===== src/rtl/saxil_read_regs.sv =====
// AXI4-Lite read-only slave over a flat bank of external registers.
// It uses a one-entry address skid buffer, returns SLVERR for bad accesses and pulses a strobe for clear-on-read.
module saxil_read_regs #(
  parameter int unsigned DATA_W      = 32,
  parameter int unsigned ADDR_W      = 32,
  parameter int unsigned NUM_REGS    = 16,
  parameter int unsigned SECURE_ONLY = 0,
  localparam int unsigned IDX_W      = $clog2(NUM_REGS)
) (
  input  logic                         saxil_read_regs_clk,
  input  logic                         saxil_read_regs_rst,
  input  logic                         saxil_read_arvalid,
  output logic                         saxil_read_arready,
  input  logic [ADDR_W-1:0]            saxil_read_araddr,
  input  logic [2:0]                   saxil_read_arprot,
  output logic                         saxil_read_rvalid,
  input  logic                         saxil_read_rready,
  output logic [DATA_W-1:0]            saxil_read_rdata,
  output logic [1:0]                   saxil_read_rresp,
  input  logic [NUM_REGS*DATA_W-1:0]   saxil_read_regs_reg_data,
  output logic                         saxil_read_regs_rd_stb,
  output logic [IDX_W-1:0]             saxil_read_regs_rd_idx
);

  localparam int unsigned BYTES    = DATA_W / 8;
  localparam int unsigned ADDR_LSB = $clog2(BYTES);
  localparam int unsigned WORD_W   = ADDR_W - ADDR_LSB;
  localparam logic [WORD_W-1:0] REG_LIMIT = WORD_W'(NUM_REGS);

  logic                skid_valid, skid_valid_next;
  logic [ADDR_W-1:0]   skid_addr, skid_addr_next;
  logic [2:0]          skid_prot, skid_prot_next;
  logic                ar_hs, r_free, load_r;
  logic [ADDR_W-1:0]   sel_addr;
  logic [2:0]          sel_prot;
  logic [WORD_W-1:0]   sel_word;
  logic [IDX_W-1:0]    sel_idx;
  logic                sel_err;
  logic [DATA_W-1:0]   regs [NUM_REGS];
  logic                unused_ok;

  always_comb begin
    for (int unsigned k = 0; k < NUM_REGS; k++) begin
      regs[k] = saxil_read_regs_reg_data[k*DATA_W +: DATA_W];
    end
  end

  always_comb begin
    ar_hs           = saxil_read_arvalid && saxil_read_arready;
    r_free          = !saxil_read_rvalid || saxil_read_rready;
    load_r          = 1'b0;
    sel_addr        = saxil_read_araddr;
    sel_prot        = saxil_read_arprot;
    skid_valid_next = skid_valid;
    skid_addr_next  = skid_addr;
    skid_prot_next  = skid_prot;
    // A parked request always drains before a newly arriving one to keep order.
    if (skid_valid && r_free) begin
      load_r          = 1'b1;
      sel_addr        = skid_addr;
      sel_prot        = skid_prot;
      skid_valid_next = ar_hs;
      if (ar_hs) begin
        skid_addr_next = saxil_read_araddr;
        skid_prot_next = saxil_read_arprot;
      end
    end else if (ar_hs && r_free) begin
      load_r = 1'b1;
    end else if (ar_hs) begin
      skid_valid_next = 1'b1;
      skid_addr_next  = saxil_read_araddr;
      skid_prot_next  = saxil_read_arprot;
    end
  end

  always_comb begin
    sel_word = sel_addr[ADDR_W-1:ADDR_LSB];
    sel_idx  = sel_addr[ADDR_LSB +: IDX_W];
    sel_err  = (sel_word >= REG_LIMIT) || ((SECURE_ONLY != 0) && sel_prot[1]);
  end

  assign unused_ok = ^{sel_addr[ADDR_LSB-1:0], sel_prot[2], sel_prot[0]};

  always_ff @(posedge saxil_read_regs_clk) begin
    if (saxil_read_regs_rst) begin
      saxil_read_arready     <= 1'b0;
      saxil_read_rvalid      <= 1'b0;
      saxil_read_rdata       <= '0;
      saxil_read_rresp       <= 2'b00;
      saxil_read_regs_rd_stb <= 1'b0;
      saxil_read_regs_rd_idx <= '0;
      skid_valid             <= 1'b0;
      skid_addr              <= '0;
      skid_prot              <= '0;
    end else begin
      saxil_read_arready     <= !skid_valid_next;
      skid_valid             <= skid_valid_next;
      skid_addr              <= skid_addr_next;
      skid_prot              <= skid_prot_next;
      saxil_read_regs_rd_stb <= load_r && !sel_err;
      if (load_r) begin
        saxil_read_rvalid <= 1'b1;
        if (sel_err) begin
          saxil_read_rdata <= '0;
          saxil_read_rresp <= 2'b10;
        end else begin
          saxil_read_rdata       <= regs[sel_idx];
          saxil_read_rresp       <= 2'b00;
          saxil_read_regs_rd_idx <= sel_idx;
        end
      end else if (saxil_read_rvalid && saxil_read_rready) begin
        saxil_read_rvalid <= 1'b0;
      end
    end
  end

endmodule


===== config.mk =====
export PLATFORM = sky130hd
export DESIGN_NAME = saxil_read_regs
export DESIGN_NICKNAME = d
export VERILOG_FILES = /design/src/rtl/saxil_read_regs.sv
export SDC_FILE = /design/constraint.sdc
export NUM_CORES = 1
export LEC_CHECK = 0
export ABC_AREA = 0
export CAP_MARGIN = 20
export CORE_AREA = 4 4 227 229
export CTS_CLUSTER_DIAMETER = 50
export DETAILED_ROUTE_END_ITERATION = 7
export DIE_AREA = 0 0 231 233
export GPL_ROUTABILITY_DRIVEN = 0
export GPL_TIMING_DRIVEN = 0
export PLACE_DENSITY = 0.47
export SYNTH_ARGS = -nofsm -noshare
export SYNTH_HDL_FRONTEND = slang
export SYNTH_SLANG_ARGS = --single-unit

===== constraint.sdc =====
create_clock -name saxil_read_regs_clk -period 2.7 [get_ports saxil_read_regs_clk]
set_input_delay 0.405 -clock saxil_read_regs_clk [delete_from_list [all_inputs] [get_ports saxil_read_regs_clk]]
set_output_delay 0.405 -clock saxil_read_regs_clk [all_outputs]
set_load 0.02 [all_outputs]

======== Yosys cells after proc, flatten, opt, wreduce, memory -nomap -nowiden ========
Index checks and enable logic that the tools add are counted.
operators by class
  $lt $le $gt $ge ......................... 2
  eq/ne operators ......................... 1
  muxes and demuxes ....................... 16
  bitwise operators ....................... 2
  reduce and logical (&&, ||, !) cells .... 11
operator list
  kind                                                   number
  2-to-1 mux 32 bit                                      7
  binary-select mux 32 bit (select 4 bit)                1
  >= comparator 30 x 5 -> 1 bit (second input constant)  1
  2-to-1 mux 1 bit                                       7
  >= comparator 5 bit (second input constant)            1
  logical AND 1 bit                                      5
  NOT 4 -> 5 bit                                         1
  zero test 1 bit                                        3
  2-to-1 mux 2 bit                                       1
  != test 2 bit (second input constant)                  1
  AND reduction 2 bit                                    1
  nonzero test 2 bit                                     1
  logical OR 1 bit                                       1
  NOT 1 bit                                              1
word-level totals
  flip-flop bits (word level) ............. 74
  input bits .............................. 551
  output and inout bits ................... 41

======== Logic depth before layout (Yosys ltp) ========
  depth after elaboration ................. 9
  mapped depth ............................ 9
  depth with buffers taken out ............ 6

======== Worst setup path before layout ========
Ideal clock, no wire load.
  path type ............................... input-to-reg
  from .................................... input port saxil_read_araddr[6]
  to ...................................... register saxil_read_rdata[1]
  arrival ................................. 1984 ps
  required time ........................... 2616 ps
  setup slack ............................. 631 ps
  stages .................................. 7
  buffers on the path ..................... 1
  path through ............................ or4_4 nor4_4 o211ai_4 nor3_4 buf_6 o311ai_1 o31ai_2
between the ends
  word-level cells in the longest chain between the ends .. 3
ends and longest elaborated chain
  what                           RTL line  text
  start: declaration             14        input logic [ADDR_W-1:0] saxil_read_araddr,
  2-to-1 mux 32 bit              58        if (skid_valid && r_free) begin
  >= comparator 30 x 5 -> 1 bit  79        sel_err = (sel_word >= REG_LIMIT) || ((SECURE_ONLY != 0) && sel_prot[1]);
  2-to-1 mux 32 bit              103       if (sel_err) begin
  end signal: assignment         107       saxil_read_rdata <= regs[sel_idx];
  end: declaration               18        output logic [DATA_W-1:0] saxil_read_rdata,
No other way between the ends.
A chain may end at the register's enable or synchronous reset.

======== Final worst setup path ========
  from .................................... input port saxil_read_rready
  to ...................................... register saxil_read_rdata[29]
between the ends
  word-level cells in the longest chain between the ends .. 8
ends and longest elaborated chain
  what                                                                   RTL line  text
  start: declaration                                                     17        input logic saxil_read_rready,
  logical OR 1 bit *                                                     50        r_free = !saxil_read_rvalid || saxil_read_rready;
  branches (longest 7 deep; another with >= comparator 30 x 5 -> 1 bit)  --
Mark *: on every way between the ends. The select of a mux whose other input is x is not followed.

==> run metrics <==
post-DR vias/cell=5.23; Via Count=13.5k; Pwr per Cell Area=243 nW/um^2; Top FF cell, synth=dfxtp_1; CP startpoint=saxil_read_rready; clk slew on worst S/H paths=0.07 ns; Reg2Reg Capture Point=saxil_read_rdata[28]$_SDFFE_PP0P_; cells after synthesis=1300; fin util=36.2%; clock tree buffer depth=2; clk_lat worst skew=0.35 ns; cell area after synthesis=10200 sq um; Max VDD drop=271 uV; port bufs=585; kind of critical path=in -> reg; number of CTS-inserted buffers=9; CORE AREA=49700 sq um; share of post-route cells with drive strength above 1=11.7%; crit path launch type=input pin; Final min period=2.65 ns; max-capacitance violation count=0; Post-synth EDFFs=0; worst-path fanout max=10; Post-Synth XOR/XNOR Area=0%; Post-DP HPWL=60500 microns; Worst setup EP type=flip-flop; FF-to-FF path depth=7; final instance area=18000 sq um; fmax=377 MHz; initial DRC count=627; Final #Nets=2452; Die X-Extent=231 microns; Crit path required time=2.93 ns; syn_nets=1851; mux cell area share after synthesis=25.1%; post-synthesis adder-cell area fraction=0%; All-Layer GR Usage=25.0%; commonest cells in the netlist=mux2i_1 (245), a211oi_1 (135), and3_1 (122), a211o_1 (108); global route overflow=0; Overall Power=4.36 mW; Slew @ Worst Pin=0.855 ns; fill cell count=5283; area delta synth->final=75.6%; Initial Util=20.6%; largest family of logic cells by synthesized area=compound AO/OA/AOI/OAI gates; simple-gate area share of the yosys netlist=18.5%; Rel. slew slack=43.0%; hold depth=2; fraction of registers with async set or reset after synthesis=0%; post-synthesis register bit count=71; leading area contributor after synthesis=mux2i_1; hold crit path type=reg -> reg; unrepaired setup endpoints after global routing=yes; count of final max-slew check failures=0; pin count of the biggest net entering global routing=14; initial antenna violation count=21; CTS root buf=clkbuf_16; chip height=233 microns; Clock Sink Count=71; Pre-antenna DRT Iters=5; final setup violating endpoints=0; number of global-route vias before repair=13.9k; Synth cell types=58; top-count cell post-synth=mux2i_1; total negative slack=0 ns; largest cells by area after synthesis=mux2i_1 (24%), dfxtp_1 (14%), a211oi_1 (9.9%); final hold vios=0; Yosys warning count=0; DRT Wirelength=71600 microns; ANT nets after route=0; register-to-register setup slack=0.11 ns; Seq/Total Area, Yosys=13.9%; syn_area_per_cell=7.87 sq um; Cell Rows=82; final cell count without fillers=2591; Static Leak=6.27 nW; I/O pins=592; run status=finished clean; Endpoint, Worst Hold=skid_addr[18]$_SDFFE_PP0P_; clk_skew=0.0106 ns; RR Startpoint=skid_addr[2]$_SDFFE_PP0P_; htree depth=3; Synth Area in Compound Gates=36.0%; DRC=0; Yosys top cell area share=24.0%; critical path arrival=2.88 ns; fin crit share=98.3%; Die ar.=53800 sq um; placed cell count=2558; TritonCTS clock tree=built; first-pass GRT wire length=99100 microns; Worst Min Path Start=skid_addr[18]$_SDFFE_PP0P_; post-place instance area=16900 sq um; wire per inst=27.6 microns
-- per-layer routing --
layer | global-route usage [%] | vias to the layer above | part of all wire, %
li1 | - | 6334 | -
met1 | 30.1 | 6592 | 41
met2 | 44.8 | 514 | 49
met3 | 6.95 | 84 | 7.2
met4 | 4.77 | 20 | 2.2
met5 | 0 | - | 0.18
-- registers in the layout, summed over array words and instances, names as in the netlist --
register	flops
saxil_read_arready	1
saxil_read_rdata	32
saxil_read_regs_rd_idx	4
saxil_read_regs_rd_stb	1
saxil_read_rresp	1
saxil_read_rvalid	1
skid_addr	30
skid_valid	1
-- how the worst max path moves through the flow --
stage	end	slack [ns]
detailed placement	saxil_read_rdata[18]$_SDFFE_PP0P_	-1.54
CTS	saxil_read_rdata[28]$_SDFFE_PP0P_	-0.02
floorplan	saxil_read_rdata[1]$_SDFFE_PP0P_	0.63
global placement	saxil_read_rdata[18]$_SDFFE_PP0P_	-1.54
global route	saxil_read_rdata[11]$_SDFFE_PP0P_	-0.008
finish	saxil_read_rdata[29]$_SDFFE_PP0P_	0.05
-- per-stage QoR --
stage	hold slack [ns]	setup slack [ns]
global placement	0.444	-1.54
detailed placement	0.446	-1.54
global route	0.477	-0.00768
CTS	0.454	-0.0166
floorplan	0.431	0.631
finish	0.456	0.0468
-- cells in the final DEF (no fill, tap or decap), drive strengths merged, types with 4 or more instances in the layout --
| master | synthesis | layout |
|---|---|---|
| a211oi | 135 | 135 |
| mux2i | 245 | 245 |
| mux2 | 4 | 4 |
| a21oi | 97 | 97 |
| buf | 51 | 50 |
| and2 | 5 | 5 |
| nor4 | 9 | 9 |
| clkdlybuf4s50 | 0 | 585 |
| diode | 0 | 14 |
| dfxtp | 71 | 71 |
| clkbuf | 101 | 116 |
| inv | 4 | 5 |
| o22a | 30 | 30 |
| nand2 | 101 | 101 |
| o21ai | 13 | 13 |
| nor3 | 10 | 10 |
| o311ai | 30 | 30 |
| o21a | 7 | 7 |
| a211o | 108 | 108 |
| nor2 | 18 | 18 |
| o31ai | 31 | 31 |
| nor2b | 63 | 63 |
| and3 | 122 | 122 |
-- critical path, stage by stage --
cell	delay [ns]
clkdlybuf4s50_1	0.52
nand2b_1	0.15
clkbuf_4	0.23
nand2_2	0.15
clkbuf_4	0.29
clkbuf_1	0.24
and3_1	0.21
a211o_1	0.24
a21oi_1	0.31
o31ai_2	0.12
-- power by group --
| part | internal [mW] | total, mW | switching (mW) |
|---|---|---|---|
| logic | 1.15 | 2.05 | 0.898 |
| clock network | 0.718 | 1.25 | 0.532 |
| registers | 1.05 | 1.06 | 0.00602 |
-- area by class of cell --
| type | instances | area, sq um | share of cell area, % |
|---|---|---|---|
| well taps | 672 | 841 | 4.68 |
| clock inverters | 6 | 71.3 | 0.397 |
| clock buffers | 9 | 225 | 1.25 |
| inverters | 4 | 15.0 | 0.0835 |
| flip-flops and latches | 71 | 1420 | 7.91 |
| multi-input cells | 1073 | 8670 | 48.2 |
| repair buffers | 591 | 5920 | 32.9 |
| plain buffers | 151 | 777 | 4.32 |
| diodes | 14 | 35.0 | 0.195 |
-- kinds of logic after synthesis --
kind of cell | count (synthesis)
AOI/OAI and AO/OA | 476
and+or+nand+nor | 344
muxes | 252
buffers and inverters | 156
DFF | 71
other | 1
-- what timing repair did --
item / 4_1_cts / 5_1_grt
buffers inserted: 2 / 3
hold buffers: 0 / 0
endpoints found under the setup margin: 32 / 31
endpoints found under the hold margin: 0 / 0
pin swaps: 11 / 5
resized for setup: 121 / 52
No activity file was read; power rests on OpenSTA's default activity.
